$ cat config.mk
export PLATFORM = sky130hd
export DESIGN_NAME = trap_controller
export DESIGN_NICKNAME = d
export VERILOG_FILES = /design/src/rtl/trap_controller.sv
export SDC_FILE = /design/constraint.sdc
export NUM_CORES = 1
export LEC_CHECK = 0
export BUFFER_PORTS_ARGS = -buffer_cell sky130_fd_sc_hd__buf_2
export CORE_MARGIN = 3
export CORE_UTILIZATION = 53
export DETAILED_ROUTE_END_ITERATION = 12
export GPL_ROUTABILITY_DRIVEN = 0
export PLACE_DENSITY = 0.8
export SYNTH_ARGS = -nofsm -noshare
export SYNTH_HDL_FRONTEND = slang
export SYNTH_SLANG_ARGS = --single-unit
$ cat constraint.sdc
create_clock -name i_Clock -period 2.8 [get_ports i_Clock]
set_clock_uncertainty 0.15 [all_clocks]
set_input_delay 0.56 -clock i_Clock [delete_from_list [all_inputs] [get_ports i_Clock]]
set_output_delay 0.56 -clock i_Clock [all_outputs]
set_load 0.02 [all_outputs]
$ cat src/rtl/trap_controller.sv
// Machine-mode trap controller: latches local interrupt edges, applies
// per-source and global enables, picks one interrupt or exception by fixed
// priority, and holds it as a registered trap request until the pipeline
// acknowledges it. Tracks handler entry (ack) and exit (MRET) for MIE/MPIE.
//
// Handshake o_TrapValid / i_TrapAck: o_TrapValid high means a request is
// offered, and o_Interrupt / o_ExceptionCause stay stable while it is high.
// The request transfers on a cycle where o_TrapValid and i_TrapAck are both
// high. o_TrapValid drops after that edge. i_TrapAck while o_TrapValid is low
// is ignored.
//
// o_DebugState exposes the FSM: 0 = IDLE, 1 = REQUEST, 2 = HANDLER.
module trap_controller #(
  parameter int NUM_LOCAL_IRQ = 4,
  parameter int CAUSE_WIDTH   = 5
) (
  input  logic                     i_Clock,
  input  logic                     i_Reset_n,
  input  logic                     i_ExternalInterrupt,
  input  logic                     i_SoftwareInterrupt,
  input  logic                     i_TimerInterrupt,
  input  logic [NUM_LOCAL_IRQ-1:0] i_LocalInterrupt,
  input  logic                     i_InstructionAccessFault,
  input  logic                     i_IllegalInstruction,
  input  logic                     i_InstructionAddressMisaligned,
  input  logic                     i_EnvironmentCall,
  input  logic                     i_EnvironmentBreak,
  input  logic                     i_LoadAddressMisaligned,
  input  logic                     i_LoadAccessFault,
  input  logic                     i_MieWrite,
  input  logic [NUM_LOCAL_IRQ+2:0] i_MieWriteValue,
  input  logic                     i_MstatusMieWrite,
  input  logic                     i_MstatusMieValue,
  input  logic                     i_TrapAck,
  input  logic                     i_Mret,
  output logic                     o_TrapValid,
  output logic                     o_Interrupt,
  output logic [CAUSE_WIDTH-1:0]   o_ExceptionCause,
  output logic                     o_Mie,
  output logic                     o_Mpie,
  output logic [NUM_LOCAL_IRQ-1:0] o_LocalPending,
  output logic [1:0]               o_DebugState
);

  localparam int MIE_WIDTH = NUM_LOCAL_IRQ + 3;
  // Internal cause is at least 5 bits so local causes (16+k) are representable.
  localparam int INT_CW    = (CAUSE_WIDTH > 5) ? CAUSE_WIDTH : 5;

  typedef enum logic [1:0] {
    IDLE    = 2'd0,
    REQUEST = 2'd1,
    HANDLER = 2'd2
  } trapState_e;

  trapState_e               state;
  trapState_e               nextState;

  logic [NUM_LOCAL_IRQ-1:0] localPrev;
  logic [NUM_LOCAL_IRQ-1:0] localPending;
  logic [NUM_LOCAL_IRQ-1:0] localRise;
  logic [NUM_LOCAL_IRQ-1:0] localClear;
  logic [NUM_LOCAL_IRQ-1:0] localEligible;
  logic [NUM_LOCAL_IRQ-1:0] winLocal;
  logic [NUM_LOCAL_IRQ-1:0] trapLocal;
  logic [MIE_WIDTH-1:0]     mieReg;
  logic                     mstatusMie;
  logic                     mstatusMpie;
  logic                     extEligible;
  logic                     swEligible;
  logic                     timerEligible;
  logic [INT_CW-1:0]        winCause;
  logic                     winInterrupt;
  logic                     eventAny;
  logic [CAUSE_WIDTH-1:0]   causeReg;
  logic                     interruptReg;
  logic                     loadTrap;
  logic                     ackTake;
  logic                     mretTake;

  assign localRise     = i_LocalInterrupt & ~localPrev;
  assign localEligible = localPending & mieReg[MIE_WIDTH-1:3] & {NUM_LOCAL_IRQ{mstatusMie}};
  assign extEligible   = i_ExternalInterrupt & mieReg[0] & mstatusMie;
  assign swEligible    = i_SoftwareInterrupt & mieReg[1] & mstatusMie;
  assign timerEligible = i_TimerInterrupt    & mieReg[2] & mstatusMie;
  // Only the local line that was actually taken is cleared on acknowledge.
  assign localClear    = ackTake ? trapLocal : '0;

  // Fixed-priority pick: any eligible interrupt beats every exception.
  always_comb begin
    winCause     = '0;
    winInterrupt = 1'b0;
    winLocal     = '0;
    eventAny     = 1'b1;
    if (extEligible) begin
      winCause     = INT_CW'(11);
      winInterrupt = 1'b1;
    end else if (swEligible) begin
      winCause     = INT_CW'(3);
      winInterrupt = 1'b1;
    end else if (timerEligible) begin
      winCause     = INT_CW'(7);
      winInterrupt = 1'b1;
    end else if (|localEligible) begin
      winInterrupt = 1'b1;
      // Scan downward so the lowest-numbered eligible line is the last hit.
      for (int k = NUM_LOCAL_IRQ - 1; k >= 0; k--) begin
        if (localEligible[k]) begin
          winLocal    = '0;
          winLocal[k] = 1'b1;
          winCause    = INT_CW'(16 + k);
        end
      end
    end else if (i_InstructionAccessFault) begin
      winCause = INT_CW'(1);
    end else if (i_IllegalInstruction) begin
      winCause = INT_CW'(2);
    end else if (i_InstructionAddressMisaligned) begin
      winCause = INT_CW'(0);
    end else if (i_EnvironmentCall) begin
      winCause = INT_CW'(11);
    end else if (i_EnvironmentBreak) begin
      winCause = INT_CW'(3);
    end else if (i_LoadAddressMisaligned) begin
      winCause = INT_CW'(4);
    end else if (i_LoadAccessFault) begin
      winCause = INT_CW'(5);
    end else begin
      eventAny = 1'b0;
    end
  end

  // Next-state logic; in HANDLER an MRET takes precedence over a new event.
  always_comb begin
    nextState = state;
    loadTrap  = 1'b0;
    ackTake   = 1'b0;
    mretTake  = 1'b0;
    case (state)
      IDLE: begin
        mretTake = i_Mret;
        if (eventAny) begin
          nextState = REQUEST;
          loadTrap  = 1'b1;
        end
      end
      REQUEST: begin
        if (i_TrapAck) begin
          ackTake   = 1'b1;
          nextState = HANDLER;
        end
      end
      HANDLER: begin
        if (i_Mret) begin
          mretTake  = 1'b1;
          nextState = IDLE;
        end else if (eventAny) begin
          nextState = REQUEST;
          loadTrap  = 1'b1;
        end
      end
      default: nextState = IDLE;
    endcase
  end

  // FSM state and latched trap payload (frozen while in REQUEST).
  always_ff @(posedge i_Clock) begin
    if (!i_Reset_n) begin
      state        <= IDLE;
      causeReg     <= '0;
      interruptReg <= 1'b0;
      trapLocal    <= '0;
    end else begin
      state <= nextState;
      if (loadTrap) begin
        causeReg     <= winCause[CAUSE_WIDTH-1:0];
        interruptReg <= winInterrupt;
        trapLocal    <= winLocal;
      end
    end
  end

  // Local edge detect and pending bits; a new edge wins over an ack clear.
  always_ff @(posedge i_Clock) begin
    if (!i_Reset_n) begin
      localPrev    <= '0;
      localPending <= '0;
    end else begin
      localPrev    <= i_LocalInterrupt;
      localPending <= (localPending & ~localClear) | localRise;
    end
  end

  // Per-source enable register.
  always_ff @(posedge i_Clock) begin
    if (!i_Reset_n) begin
      mieReg <= '0;
    end else if (i_MieWrite) begin
      mieReg <= i_MieWriteValue;
    end
  end

  // Global enable stack: ack beats MRET beats a direct CSR write.
  always_ff @(posedge i_Clock) begin
    if (!i_Reset_n) begin
      mstatusMie  <= 1'b0;
      mstatusMpie <= 1'b0;
    end else if (ackTake) begin
      mstatusMpie <= mstatusMie;
      mstatusMie  <= 1'b0;
    end else if (mretTake) begin
      mstatusMie  <= mstatusMpie;
      mstatusMpie <= 1'b1;
    end else if (i_MstatusMieWrite) begin
      mstatusMie  <= i_MstatusMieValue;
    end
  end

  assign o_TrapValid      = (state == REQUEST);
  assign o_Interrupt      = interruptReg;
  assign o_ExceptionCause = causeReg;
  assign o_Mie            = mstatusMie;
  assign o_Mpie           = mstatusMpie;
  assign o_LocalPending   = localPending;
  assign o_DebugState     = state;

endmodule
==> flow_summary.toml, run 1 <==
[status]
status = "complete, no violations"

[synth]
synth_nets = 176
yosysWarningCount = 0
synth.avg_cell_area_sq_um = 9.105
synth_edf_count = 0
synth.ff_latch_count = 29
synth_top_area_share = 0.4308
async_flop_share = 0
netlist_instances = 148
synth_area_sq_um = 1348
yosys.area.top_type = "dfxtp_1"
synth_top_flop_cell = "dfxtp_1"
ys_types = 40
ys_seq_area_frac = 0.4308
synth_area_leaders = "dfxtp_1 (43%), nor2b_1 (7.4%), mux2i_1 (5.2%)"

[clock_network]
clock_sinks = 29
ctsHoldBuffers = 0
path_clk_slew_ps = 90
cts_root_buf = "clkbuf_4"
clockBufferDepth = 2
cts_buffers = 5
htree_levels = 2
insertion_delay_ps = 330
post_cts_buffers = 0
post_cts_resized = 0
cts_tree = "yes"

[route]
totalWireLength_um = 2912
drtAntennaViolNets = 0
drc_errors = 0
wire_per_inst_um = 13.24
viasPerCell = 5.705
vias = 1255
drtIter0Drc = 45
firstDrtPassIters = 4

[finish]
layout_common_cells = "buf_2 (42), dfxtp_1 (29), nand2_1 (17)"
final_common_cell = "buf_2"
area_growth_pct = 19.78
drive_above_1_share = 0.3021
fin_nets = 219
nFillCells = 198
antenna_cells = 0
final_area_sq_um = 1614

[power]
p_leak_nw = 0.7434
power.share.sequential = 0.538
ir_drop_v = 0.0004155
p_comb_frac = 0.175
p_clk_frac = 0.287
p_int_uw = 593.7
p_sw_frac = 0.2998
cellPowerDensity_nw_per_um2 = 525.3
p_switching_uw = 254.2

[worst_setup_path]
critPathBufInv = 1
critPathMaxStageDelay_ps = 640
path_cells = "inv_2 > o21ai_0 > o31ai_2 > and3_1 > a31o_1"
slowest_stage = "o31ai_2"
worstPathArrival_ps = 2100
end_kind = "flop"
cp-start-kind = "flop"
cp_top_family = "compound AO/OA/AOI/OAI gates"
path_class = "flop to flop"
worstPathRequired_ps = 2930
crit_fanout = 11

[timing]
period_share = 0.7038
slew_viol_final = 0
rsz0062_at_grt = "no"
tns_ps = 0
setup_slack_ps = 829.3
slew_headroom = 0.5290
worstMarginPinSlew_ps = 702.3
period_needed_ps = 1971
setup_violations = 0
max_freq_ghz = 0.5074
finalHoldViolCount = 0

[die]
fp.coreArea_sq_um = 2318
ios = 43
placementRows = 17
initial_core_util = 0.5812
die_area_sq_um = 3184
die_h_um = 56.43
die_x_um = 56.43

[global_route]
grt_usage = 0.1978
antenna_found_initial = 0
grt_max_degree = 33
grt_pass1_wl_um = 4981
grt.overflow.total = 0
grt_pass1_vias = 1178

[placed_design]
dp.final_hpwl_um = 2251
portBuffers = 42
dpl_cell_area_sq_um = 1559
place_ws_ps = 538.1

[job]
maxCapViolCount = 0

[worst_hold_path]
min_path_type = "input pin to flop"
## power by group through the flow
stage	clock (mW)	combinational [mW]	sequential (mW)
6_report	0.243	0.148	0.456
3_5_place_dp	0	0.148	0.466
4_1_cts	0.254	0.149	0.456
2_1_floorplan	0	0.0846	0.478
3_3_place_gp	0	0.144	0.465
5_1_grt	0.278	0.164	0.460
## Yosys cell counts (2+ instances only)
cell type / count
nor3_1: 2
dfxtp_1: 29
o221a_2: 2
a21boi_0: 3
mux2i_1: 7
o211ai_1: 2
clkbuf_1: 4
nand3_1: 8
o21ai_0: 7
nor2b_1: 16
o31ai_1: 3
nand2b_1: 3
and3_1: 2
nand2_1: 17
and2_1: 5
a22oi_1: 3
nor2_1: 6
a21oi_1: 7
## worst register-to-register path, cell delays in order, from the launching register on
cell     delay (ps)
dfxtp_1         430
inv_2           200
o21ai_0         160
o31ai_2         640
and3_1          250
a31o_1           90
## state kept, by name (all words and copies together) (netlist names)
signal            flops
o_DebugState          2
o_Interrupt           1
o_ExceptionCause      5
o_Mie                 1
o_Mpie                1
localPrev             4
o_LocalPending        4
trapLocal             4
mieReg                7
## final timing paths
check                           start  slack (ps)            to  depth (start not counted)
setup reg to reg                o_Mie         830  trapLocal[3]                          5
hold / removal    i_LocalInterrupt[2]         290  localPrev[2]                          2
hold reg to reg          trapLocal[1]         340  trapLocal[1]                          2
setup / recovery                o_Mie         830  trapLocal[3]                          5
## layout make-up
class | count | area (sq um) | area share
multi-input cells | 111 | 725.7 | 0.4496
inverters | 2 | 7.507 | 0.004651
well taps | 28 | 35.03 | 0.02171
clock inverters | 3 | 17.52 | 0.01085
repair buffers | 42 | 210.2 | 0.1302
clock buffers | 5 | 37.54 | 0.02326
flip-flops and latches | 29 | 580.6 | 0.3597
## cell families after synthesis
group / count (synthesis) / share of synthesized area
AO/OA/AOI/OAI: 41 / 0.2386
multiplexers: 7 / 0.05200
flip-flops: 29 / 0.4308
buffers and inverters: 8 / 0.03063
AND/OR/NAND/NOR: 63 / 0.2479
## layer usage
metal / GRT usage / share of wire
met1: 0.2377 / 0.42
met2: 0.3119 / 0.46
met3: 0.07586 / 0.083
met4: 0.08475 / 0.028
met5: 0 / 0
## stage by stage
step	hold WS, ps	util	instances	power [mW]
floorplan	295.2	-	148	0.5627
global placement	309.5	0.6724	212	0.6084
detailed placement	316.7	0.6724	212	0.6138
CTS	274.4	0.6962	220	0.8587
global route	281.3	0.6962	220	0.9011
finish	286.2	0.6962	220	0.8479
Note: power is estimated with default switching activity, not from simulation.
==> run 2, diff against run 1 <==
--- a/config.mk
+++ b/config.mk
@@ -5,12 +5,13 @@
 export SDC_FILE = /design/constraint.sdc
 export NUM_CORES = 1
 export LEC_CHECK = 0
+export ABC_AREA = 1
 export BUFFER_PORTS_ARGS = -buffer_cell sky130_fd_sc_hd__buf_2
 export CORE_MARGIN = 3
-export CORE_UTILIZATION = 53
+export CORE_UTILIZATION = 50
 export DETAILED_ROUTE_END_ITERATION = 12
 export GPL_ROUTABILITY_DRIVEN = 0
-export PLACE_DENSITY = 0.8
+export PLACE_DENSITY = 0.75
 export SYNTH_ARGS = -nofsm -noshare
 export SYNTH_HDL_FRONTEND = slang
 export SYNTH_SLANG_ARGS = --single-unit
==> constraint.sdc (replaced) <==
create_clock -name i_Clock -period 1.9 [get_ports i_Clock]
set_clock_uncertainty 0.15 [all_clocks]
set_input_delay 0.38 -clock i_Clock [delete_from_list [all_inputs] [get_ports i_Clock]]
set_output_delay 0.38 -clock i_Clock [all_outputs]
set_load 0.02 [all_outputs]
==> flow_summary.toml, run 2 <==
[die]
placementRows = 18
ios = 43
die_h_um = 59.30
fp.coreArea_sq_um = 2590
die_x_um = 59.30
die_area_sq_um = 3516
initial_core_util = 0.5483

[power]
p_comb_frac = 0.209
p_int_uw = 901.6
p_clk_frac = 0.269
p_sw_frac = 0.3201
ir_drop_v = 0.0007260
power.share.sequential = 0.522
cellPowerDensity_nw_per_um2 = 783.9
p_leak_nw = 0.8807
p_switching_uw = 424.5

[timing]
setup_violations = 0
worstMarginPinSlew_ps = 309.1
tns_ps = 0
finalHoldViolCount = 0
period_share = 0.8506
slew_viol_final = 0
rsz0062_at_grt = "no"
period_needed_ps = 1616
slew_headroom = 0.7939
max_freq_ghz = 0.6188

[worst_setup_path]
cp-start-kind = "flop"
timing.rr.start = "o_Mie"
worstPathRequired_ps = 1370
end_kind = "output port"
crit_fanout = 3
path_class = "flop to output port"
critPathMaxStageDelay_ps = 350
slowest_stage = "dfxtp_1"
crit_start = "o_DebugState[0]"
worstPathArrival_ps = 1090
path_cells = "inv_1 > nor2_1 > buf_2"

[route]
totalWireLength_um = 2919
drc_errors = 0
viasPerCell = 4.701
wire_per_inst_um = 10.77
firstDrtPassIters = 4
drtIter0Drc = 45
drtAntennaViolNets = 0
vias = 1274

[finish]
nFillCells = 253
drive_above_1_share = 0.3071
fin_nets = 268
seqCellArea_sq_um = 580.6
multi_input_area_sq_um = 706.9
regMostFlops = "mieReg"
largest_reg_flops = 7
layout_common_cells = "nor2_1 (43), buf_2 (42), nand2_1 (34)"
area_growth_pct = 19.12
post-route-util = 0.6531
final_area_sq_um = 1692
final_common_cell = "nor2_1"
antenna_cells = 0

[worst_hold_path]
hold_start = "i_LocalInterrupt[3]"
min_path_type = "input pin to flop"

[global_route]
antenna_found_initial = 0
grt_usage = 0.1827
grt_max_degree = 17
grt_pass1_wl_um = 4705
grt.overflow.total = 0
grt_pass1_vias = 1104

[clock_network]
path_clk_slew_ps = 90
insertion_delay_ps = 330
clock_sinks = 29
post_cts_buffers = 0
cts_buffers = 5
clockBufferDepth = 2
htree_levels = 2
post_cts_resized = 0
cts_tree = "yes"
ctsHoldBuffers = 0
cts_root_buf = "clkbuf_4"

[synth]
netlist_instances = 194
synth_nets = 222
ys_seq_area_frac = 0.4088
synth_edf_count = 0
synth.ff_latch_count = 29
synth_top_area_share = 0.4088
yosysWarningCount = 0
synthTopCellsByCount = "nor2_1 (43), nand2_1 (34), dfxtp_1 (29)"
synth_top_flop_cell = "dfxtp_1"
async_flop_share = 0
synth_area_leaders = "dfxtp_1 (41%), nor2_1 (11%), nand2_1 (9.0%)"
yosysMostFrequentCell = "nor2_1"
synth.avg_cell_area_sq_um = 7.320
yosys.area.top_type = "dfxtp_1"
ys_types = 28
synth_area_sq_um = 1420

[job]
maxCapViolCount = 0

[placed_design]
dp.final_hpwl_um = 2288
dpl_cell_area_sq_um = 1640
portBuffers = 42

[status]
status = "complete, no violations"
run 2: final timing paths:
check | slack, ps | cells past startpoint | endpoint
worst max register to register | 300 | 10 | o_ExceptionCause[2]
worst max-delay path | 280 | 3 | o_TrapValid
worst min register to register | 270 | 1 | o_LocalPending[2]
worst min-delay path | 90 | 3 | localPrev[3]
run 2: cell families after synthesis:
group | Yosys count | share of synthesized area
AO/OA/AOI/OAI | 27 | 0.1066
buffers and inverters | 29 | 0.09339
AND/OR/NAND/NOR | 109 | 0.3912
flip-flops | 29 | 0.4088
run 2: layout make-up:
type,count,share of cell area
clock buffers,6,0.02441
flip-flops and latches,29,0.3432
multi-input cells,136,0.4179
well taps,30,0.02219
repair buffers,44,0.1331
clock inverters,2,0.005917
inverters,24,0.05325
run 2: layer usage:
| metal | routed length (um) | vias to the layer above | track usage |
|---|---|---|---|
| met1 | 1399 | 537 | 0.2255 |
| met4 | 55 | 0 | 0.07767 |
| met5 | 0 | - | 0 |
| li1 | - | 702 | - |
| met3 | 191 | 7 | 0.08061 |
| met2 | 1272 | 28 | 0.2746 |
run 2: power groups by stage:
stage,clock [mW],combinational (mW),sequential (mW)
6_report,0.357,0.277,0.692
4_1_cts,0.372,0.280,0.693
3_3_place_gp,0,0.276,0.706
5_1_grt,0.394,0.312,0.698
3_5_place_dp,0,0.279,0.706
2_1_floorplan,0,0.162,0.738
run 2: metrics by stage:
step	hold WS [ps]	std cells	power (mW)	worst slack, ps
2_1_floorplan	248.8	194	0.8999	234.1
3_3_place_gp	253.4	263	0.9814	226.1
3_5_place_dp	262.0	263	0.9854	166.5
4_1_cts	69.87	271	1.345	257.8
5_1_grt	89.03	271	1.404	126.7
6_report	92.15	271	1.326	283.9
run 2: worst max-delay path: cells and delay by family (launching register included):
kind | cells | cell delay [ps]
buffers and inverters | 2 | 260
DFF | 1 | 350
and+or+nand+nor | 1 | 140
